### config.mk
export PLATFORM = sky130hd
export DESIGN_NAME = xps2_rx
export DESIGN_NICKNAME = d
export VERILOG_FILES = /design/src/rtl/xps2_rx_pkg.sv /design/src/rtl/xps2_rx_fifo.sv /design/src/rtl/xps2_rx.sv
export SDC_FILE = /design/constraint.sdc
export NUM_CORES = 1
export LEC_CHECK = 0
export ABC_CLOCK_PERIOD_IN_PS = 2900
export BUFFER_PORTS_ARGS = -buffer_cell sky130_fd_sc_hd__buf_2
export CELL_PAD_IN_SITES_DETAIL_PLACEMENT = 0
export CELL_PAD_IN_SITES_GLOBAL_PLACEMENT = 1
export CORE_ASPECT_RATIO = 0.5
export CORE_UTILIZATION = 38
export DETAILED_ROUTE_END_ITERATION = 16
export HOLD_SLACK_MARGIN = 0.05
export PLACE_DENSITY_LB_ADDON = 0.12
export RECOVER_POWER = 50
export SKIP_LAST_GASP = 1
export SYNTH_ARGS = -nofsm -noshare
export SYNTH_HDL_FRONTEND = slang
export SYNTH_HIERARCHICAL = 1
export SYNTH_SLANG_ARGS = --single-unit
### constraint.sdc
create_clock -name clk -period 2.9 [get_ports clk]
set_clock_uncertainty 0.05 [all_clocks]
set_input_delay 0.29 -clock clk [delete_from_list [all_inputs] [get_ports clk]]
set_output_delay 0.29 -clock clk [all_outputs]
set_load 0.05 [all_outputs]
### src/rtl/xps2_rx_pkg.sv
// Shared definitions for the PS/2 keyboard receiver: FSM states, register
// addresses, STATUS bit positions and the frame check helper.
package xps2_rx_pkg;

  typedef enum logic [1:0] {
    ST_IDLE,
    ST_DATA,
    ST_PARITY,
    ST_STOP
  } rx_state_e;

  localparam logic [1:0] ADDR_STATUS = 2'd0;
  localparam logic [1:0] ADDR_DATA   = 2'd1;
  localparam logic [1:0] ADDR_CTRL   = 2'd2;
  localparam logic [1:0] ADDR_RSVD   = 2'd3;

  localparam int unsigned STAT_NEMPTY  = 0;
  localparam int unsigned STAT_PERR    = 1;
  localparam int unsigned STAT_FERR    = 2;
  localparam int unsigned STAT_OVF     = 3;
  localparam int unsigned STAT_CNT_LSB = 8;

  // Odd parity over byte+parity bit.
  function automatic logic parity_ok(input logic [7:0] b, input logic par);
    return (^b) ^ par;
  endfunction

endpackage

### src/rtl/xps2_rx_fifo.sv
// xps2_fifo: synchronous scan-code FIFO.
// Ports: clk, rst (sync, active-high), push/din, pop, flush (wins over
// push/pop), dout (head, combinational), full, empty, count.
// A push while full is dropped; a pop while empty is ignored.
module xps2_fifo #(
  parameter int unsigned DEPTH = 4,
  parameter int unsigned W     = 8
) (
  input  logic                       clk,
  input  logic                       rst,
  input  logic                       push,
  input  logic [W-1:0]               din,
  input  logic                       pop,
  input  logic                       flush,
  output logic [W-1:0]               dout,
  output logic                       full,
  output logic                       empty,
  output logic [$clog2(DEPTH):0]     count
);

  localparam int unsigned AW = $clog2(DEPTH);
  localparam int unsigned CW = AW + 1;

  logic [W-1:0]  mem_q [DEPTH];
  logic [W-1:0]  mem_d [DEPTH];
  logic [AW-1:0] wr_q, wr_d, rd_q, rd_d;
  logic [CW-1:0] cnt_q, cnt_d;
  logic          do_push, do_pop;

  assign full  = (cnt_q == CW'(DEPTH));
  assign empty = (cnt_q == '0);
  assign dout  = mem_q[rd_q];
  assign count = cnt_q;

  always_comb begin
    mem_d   = mem_q;
    wr_d    = wr_q;
    rd_d    = rd_q;
    cnt_d   = cnt_q;
    do_push = push & ~full;
    do_pop  = pop & ~empty;
    if (flush) begin
      wr_d  = '0;
      rd_d  = '0;
      cnt_d = '0;
    end else begin
      if (do_push) begin
        mem_d[wr_q] = din;
        wr_d        = wr_q + AW'(1);
      end
      if (do_pop) begin
        rd_d = rd_q + AW'(1);
      end
      cnt_d = cnt_q + CW'(do_push) - CW'(do_pop);
    end
  end

  always_ff @(posedge clk) begin
    mem_q <= mem_d;
    if (rst) begin
      wr_q  <= '0;
      rd_q  <= '0;
      cnt_q <= '0;
    end else begin
      wr_q  <= wr_d;
      rd_q  <= rd_d;
      cnt_q <= cnt_d;
    end
  end

endmodule

### src/rtl/xps2_rx.sv
// xps2_rx: PS/2 keyboard receiver, polled as a memory-mapped peripheral.
// Ports: clk, rst (sync, active-high), ps2_clk/ps2_data (async pads),
// sel/we/addr/data_in (bus access strobe), data_out (registered read data),
// rx_valid (FIFO not empty).
// Registers: 0 STATUS (R), 1 DATA (R, pops), 2 CTRL (W: [0] clear flags,
// [1] flush FIFO), 3 reserved.
module xps2_rx
  import xps2_rx_pkg::*;
#(
  parameter int unsigned DATA_W      = 32,
  parameter int unsigned DEPTH       = 4,
  parameter int unsigned TIMEOUT_CYC = 200000
) (
  input  logic              clk,
  input  logic              rst,
  input  logic              ps2_clk,
  input  logic              ps2_data,
  input  logic              sel,
  input  logic              we,
  input  logic [1:0]        addr,
  input  logic [DATA_W-1:0] data_in,
  output logic [DATA_W-1:0] data_out,
  output logic              rx_valid
);

  localparam int unsigned CW   = $clog2(DEPTH) + 1;
  localparam int unsigned TO_W = $clog2(TIMEOUT_CYC) + 1;

  logic [2:0]        ps2c_s_q, ps2c_s_d, ps2d_s_q, ps2d_s_d;
  rx_state_e         state_q, state_d;
  logic [2:0]        bit_cnt_q, bit_cnt_d;
  logic [7:0]        shift_q, shift_d;
  logic              par_q, par_d;
  logic [TO_W-1:0]   to_cnt_q, to_cnt_d;
  logic              perr_q, perr_d, ferr_q, ferr_d, ovf_q, ovf_d;
  logic [DATA_W-1:0] data_out_q, data_out_d;

  logic              fall, din_s;
  logic              push, pop, flush, clr;
  logic              set_perr, set_ferr;
  logic [7:0]        fifo_dout;
  logic              fifo_full, fifo_empty;
  logic [CW-1:0]     fifo_cnt;
  logic [DATA_W-1:0] status;
  logic              unused_data_in;

  assign unused_data_in = ^data_in[DATA_W-1:2];

  assign fall  = (ps2c_s_q[2:1] == 2'b10);
  assign din_s = ps2d_s_q[1];

  xps2_fifo #(
    .DEPTH (DEPTH),
    .W     (8)
  ) u_fifo (
    .clk   (clk),
    .rst   (rst),
    .push  (push),
    .din   (shift_q),
    .pop   (pop),
    .flush (flush),
    .dout  (fifo_dout),
    .full  (fifo_full),
    .empty (fifo_empty),
    .count (fifo_cnt)
  );

  assign rx_valid = ~fifo_empty;
  assign data_out = data_out_q;

  always_comb begin
    status                           = '0;
    status[STAT_NEMPTY]              = ~fifo_empty;
    status[STAT_PERR]                = perr_q;
    status[STAT_FERR]                = ferr_q;
    status[STAT_OVF]                 = ovf_q;
    status[STAT_CNT_LSB +: 4]        = 4'(fifo_cnt);
  end

  always_comb begin
    ps2c_s_d   = {ps2c_s_q[1:0], ps2_clk};
    ps2d_s_d   = {ps2d_s_q[1:0], ps2_data};
    state_d    = state_q;
    bit_cnt_d  = bit_cnt_q;
    shift_d    = shift_q;
    par_d      = par_q;
    push       = 1'b0;
    set_perr   = 1'b0;
    set_ferr   = 1'b0;

    if (state_q == ST_IDLE || fall) to_cnt_d = '0;
    else                            to_cnt_d = to_cnt_q + TO_W'(1);

    // Timeout takes priority over a coincident fall edge.
    if (state_q != ST_IDLE && to_cnt_q == TO_W'(TIMEOUT_CYC - 1)) begin
      state_d  = ST_IDLE;
      set_ferr = 1'b1;
    end else if (fall) begin
      unique case (state_q)
        ST_IDLE: begin
          if (!din_s) begin
            state_d   = ST_DATA;
            bit_cnt_d = '0;
          end
        end
        ST_DATA: begin
          shift_d   = {din_s, shift_q[7:1]};
          bit_cnt_d = bit_cnt_q + 3'd1;
          if (bit_cnt_q == 3'd7) state_d = ST_PARITY;
        end
        ST_PARITY: begin
          par_d   = din_s;
          state_d = ST_STOP;
        end
        ST_STOP: begin
          push     = din_s & parity_ok(shift_q, par_q);
          set_perr = ~parity_ok(shift_q, par_q);
          set_ferr = ~din_s;
          state_d  = ST_IDLE;
        end
        default: state_d = ST_IDLE;
      endcase
    end
  end

  always_comb begin
    data_out_d = data_out_q;
    pop        = 1'b0;
    clr        = 1'b0;
    flush      = 1'b0;
    if (sel && !we) begin
      unique case (addr)
        ADDR_STATUS: data_out_d = status;
        ADDR_DATA: begin
          data_out_d = '0;
          if (!fifo_empty) begin
            data_out_d[7:0] = fifo_dout;
            pop             = 1'b1;
          end
        end
        default: data_out_d = '0;
      endcase
    end
    if (sel && we && addr == ADDR_CTRL) begin
      clr   = data_in[0];
      flush = data_in[1];
    end
    perr_d = (perr_q & ~clr) | set_perr;
    ferr_d = (ferr_q & ~clr) | set_ferr;
    ovf_d  = (ovf_q & ~clr) | (push & fifo_full);
  end

  always_ff @(posedge clk) begin
    if (rst) begin
      ps2c_s_q   <= '1;
      ps2d_s_q   <= '1;
      state_q    <= ST_IDLE;
      bit_cnt_q  <= '0;
      shift_q    <= '0;
      par_q      <= 1'b0;
      to_cnt_q   <= '0;
      perr_q     <= 1'b0;
      ferr_q     <= 1'b0;
      ovf_q      <= 1'b0;
      data_out_q <= '0;
    end else begin
      ps2c_s_q   <= ps2c_s_d;
      ps2d_s_q   <= ps2d_s_d;
      state_q    <= state_d;
      bit_cnt_q  <= bit_cnt_d;
      shift_q    <= shift_d;
      par_q      <= par_d;
      to_cnt_q   <= to_cnt_d;
      perr_q     <= perr_d;
      ferr_q     <= ferr_d;
      ovf_q      <= ovf_d;
      data_out_q <= data_out_d;
    end
  end

endmodule
==> reports/qor.csv <==
stage,metric,value,unit
synth,synth_area,4020,sq um
synth,synthMuxAreaShare,7.72,%
setup_path,crit_fanout,2,
timing,worst_pin_slew,0.669,ns
clock_tree,cts_sinks,91,
placed_design,port_buffers,21,
finish,final_common_cell,dfxtp_1,
synth,synth_top_family_by_area,simple AND/OR/NAND/NOR gates,
synth,synth.avg_cell_area,11.2,sq um
floorplan,initial_core_util,39.2,%
run,drv_cap,0,
finish,multi_input_area,1760,sq um
synth,post_synth_num_cell_types,52,
grt,antenna_found_initial,0,
setup_path,critPathSlowestCell,xnor3_1,
clock_tree,numCtsBuffers,9,
finish,areaGrowthSynthToFinish,19.3,%
clock_tree,cts_tree,built,
floorplan,die_h,74.7,microns
grt,gr-total-overflow,0,
setup_path,critical_path_arrival,3.06,ns
setup_path,cp-end-kind,flip-flop,
power_and_ir_drop,p_leak,1.79,nW
floorplan,die-area,11000,sq um
timing,period_share,98.0,%
status,outcome,"finished, final reports clean",
setup_path,worst_path_dominant_cell_family,XOR/XNOR gates,
floorplan,die_x,147,microns
setup_path,worstSetupStartpointType,flip-flop,
power_and_ir_drop,ir_drop,320,uV
synth,ys.flop_type,dfxtp_1,
setup_path,r2r_cells,13,
grt,grt_usage,14.9,%
timing,finalMaxSlewViolations,0,
floorplan,pin_count,73,
synth,ys_ff_latch,91,
routing,dr.pass1.iters,4,
routing,viasPerCell,4.72,
floorplan,rows,26,
finish,drive_gt1_share,24.9,%
timing,hold_violations,0,
setup_path,crit_cells,13,
clock_tree,clockBufferDepth,2,
clock_tree,hold_buffers,0,
power_and_ir_drop,power_density,540,nW/um^2
clock_tree,path_clk_slew,0.07,ns
timing,setup_viol,0,
hold_path,hold_end,ps2d_s_q[0]$_SDFF_PP1_,
timing,rsz0062_at_grt,yes,
setup_path,path_common_cell,xnor2_2,
synth,syn-instance-count,359,
hold_path,min_path_type,in2reg,
routing,wire_per_inst,13.5,microns
hold_path,whs_path_depth,2,
routing,antenna_left,0,
setup_path,r2r_end,u_fifo/count[2]$_SDFF_PP0_,
setup_path,crit_type,reg2reg,
synth,synth_compound_area_share,5.88,%
synth,synth-seq-area-share,53.3,%
setup_path,r2r_slack,0.06,ns
routing,remaining_drc_errors,0,
finish,final_cell_mix,"dfxtp_1, nor2_1, edfxtp_1",
grt,grt_max_degree,28,
clock_tree,cts-htree-levels,3,
setup_path,crit_required,3.12,ns
routing,wl,7560,microns
power_and_ir_drop,p_total,2.59,mW
synth,synth_edf_count,32,
grt,grt_pass1_vias,2563,
finish,num-nets-final,471,
setup_path,cp.buffers_inverters,1,
synth,synthAdderAreaFrac,4.54,%
synth,synth-xor-area-share,6.01,%
finish,post-route-util,46.8,%
clock_tree,root_buffer,clkbuf_16,
timing,fmax,352,MHz
routing,drtIter0Drc,107,
setup_path,r2r-start,shift_q[4]$_SDFFE_PP0P_,
finish,n_fill_cell,972,
floorplan,core,10200,sq um
finish,regArea,2150,sq um
setup_path,cp_slowest_stage_delay,0.45,ns
finish,diodes,0,
setup_path,crit_chain,"xnor2_2, xnor3_1, xnor2_2, nand2_2, nor2_4, nand2_2, ha_4, inv_2, ha_4, fa_2, xnor2_2, xnor2_1, nor3_1",
synth,synth-async-reset-ratio,0,%
placed_design,place_hpwl,5420,microns
clock_tree,clkLatencyLatePin,0.34,ns
synth,ys_warn_count,6,
timing,finalCriticalPeriod,2.84,ns
hold_path,min_from,ps2_data,
timing,slew_headroom,55.4,%
synth,yosys.area_share.simple,15.8,%
grt,grt_pass1_wl,12300,microns
placed_design,place.gp.congestion,0.782,
routing,dr_total_vias,2651,
[Yosys cell counts (all sizes together), types with 2 or more instances]
cell type / n / area (sq um)
dfxtp: 59 / 1180
nor2: 46 / 173
edfxtp: 32 / 961
buf: 23 / 174
nand2: 21 / 78.8
inv: 17 / 63.8
xnor2: 14 / 123
ha: 13 / 163
mux2i: 13 / 130
xor2: 11 / 96.3
a22oi: 10 / 75.1
and2: 10 / 62.6
nor3: 9 / 50.1
a21oi: 8 / 43.8
mux4: 8 / 180
nand3: 8 / 40.0
o21ai: 8 / 40.0
clkbuf: 7 / 26.3
or2: 5 / 31.3
nand4: 3 / 18.8
nor2b: 3 / 18.8
nor4: 3 / 40.0
or3: 3 / 18.8
a2111oi: 2 / 17.5
and3: 2 / 12.5
nand2b: 2 / 12.5
or3b: 2 / 20.0
[cells by family (layout without fill, tap and decap cells)]
family          Yosys count  in the layout
flops                    91             91
xor+xnor                 26             26
buf+inv                  48             91
fa+ha+maj                14             14
other cells               1             21
compound gates           35             35
mux                      21             21
simple gates            123            123
[power by group]
part / switching, mW / total [mW] / internal (mW)
logic: 0.0842 / 0.0992 / 0.0150
registers: 0.00182 / 1.32 / 1.31
clock network: 0.501 / 1.17 / 0.672
total: 0.587 / 2.59 / 2.00
[final cells by class]
class,count,area share [%]
flip-flops and latches,91,44.7
multi-input cells,240,36.6
repair buffers,57,7.36
clock buffers,9,4.69
well taps,140,3.65
clock inverters,7,1.54
inverters,18,1.43
[worst register-to-register path, stage by stage (launching register included)]
cell and delay (ns):
dfxtp_2 0.33, xnor2_2 0.15, xnor3_1 0.45, xnor2_2 0.21, nand2_2 0.10, nor2_4 0.14, nand2_2 0.10, ha_4 0.27
inv_2 0.04, ha_4 0.14, fa_2 0.36, xnor2_2 0.15, xnor2_1 0.13, nor3_1 0.15
[sequential cells by signal, indices dropped and copies added (netlist names), 2 cells and up]
signal        count
ps2c_s_q          3
bit_cnt_q         3
u_fifo/rd_q       2
state_q           2
shift_q           8
ps2d_s_q          2
to_cnt_q         19
data_out         11
u_fifo/wr_q       2
u_fifo/mem_q     32
u_fifo/count      3
[per-stage QoR]
step | cell area (sq um) | setup TNS [ns] | std cells | hold WS (ns) | setup slack, ns
floorplan | 4100 | 0 | 379 | 0.317 | 0.0272
CTS | 4770 | 0 | 560 | 0.0778 | 0.00450
global route | 4800 | -0.0520 | 562 | 0.0723 | -0.0520
detailed placement | 4420 | -0.233 | 543 | 0.348 | -0.233
finish | 4800 | 0 | 562 | 0.0867 | 0.0583
global placement | 4420 | -0.195 | 543 | 0.344 | -0.195
[layer usage]
layer | vias up | GRT usage, % | part of all wire, %
met4 | 0 | 4.93 | 0.75
met2 | 50 | 25.8 | 47
met5 | - | 0 | 0
li1 | 1320 | - | -
met3 | 7 | 5.09 | 4.5
met1 | 1274 | 17.9 | 47
[worst max path at each step]
stage / from / endpoint / slack [ns]
floorplan: state_q[0]$_SDFFE_PP0P_ / u_fifo/count[2]$_SDFF_PP0_ / 0.03
global placement: shift_q[3]$_SDFFE_PP0P_ / u_fifo/count[2]$_SDFF_PP0_ / -0.19
detailed placement: shift_q[3]$_SDFFE_PP0P_ / u_fifo/count[2]$_SDFF_PP0_ / -0.23
CTS: state_q[1]$_SDFFE_PP0P_ / u_fifo/count[2]$_SDFF_PP0_ / 0.005
global route: shift_q[4]$_SDFFE_PP0P_ / u_fifo/count[2]$_SDFF_PP0_ / -0.05
finish: shift_q[4]$_SDFFE_PP0P_ / u_fifo/count[2]$_SDFF_PP0_ / 0.06
[what timing repair did]
item | in CTS | in global routing
pin swaps | 9 | 11
gates cloned | 0 | 0
endpoints found under the setup margin | 2 | 2
resized for setup | 11 | 7
setup buffers | 1 | 2
No activity file was read; power rests on OpenSTA's default activity.
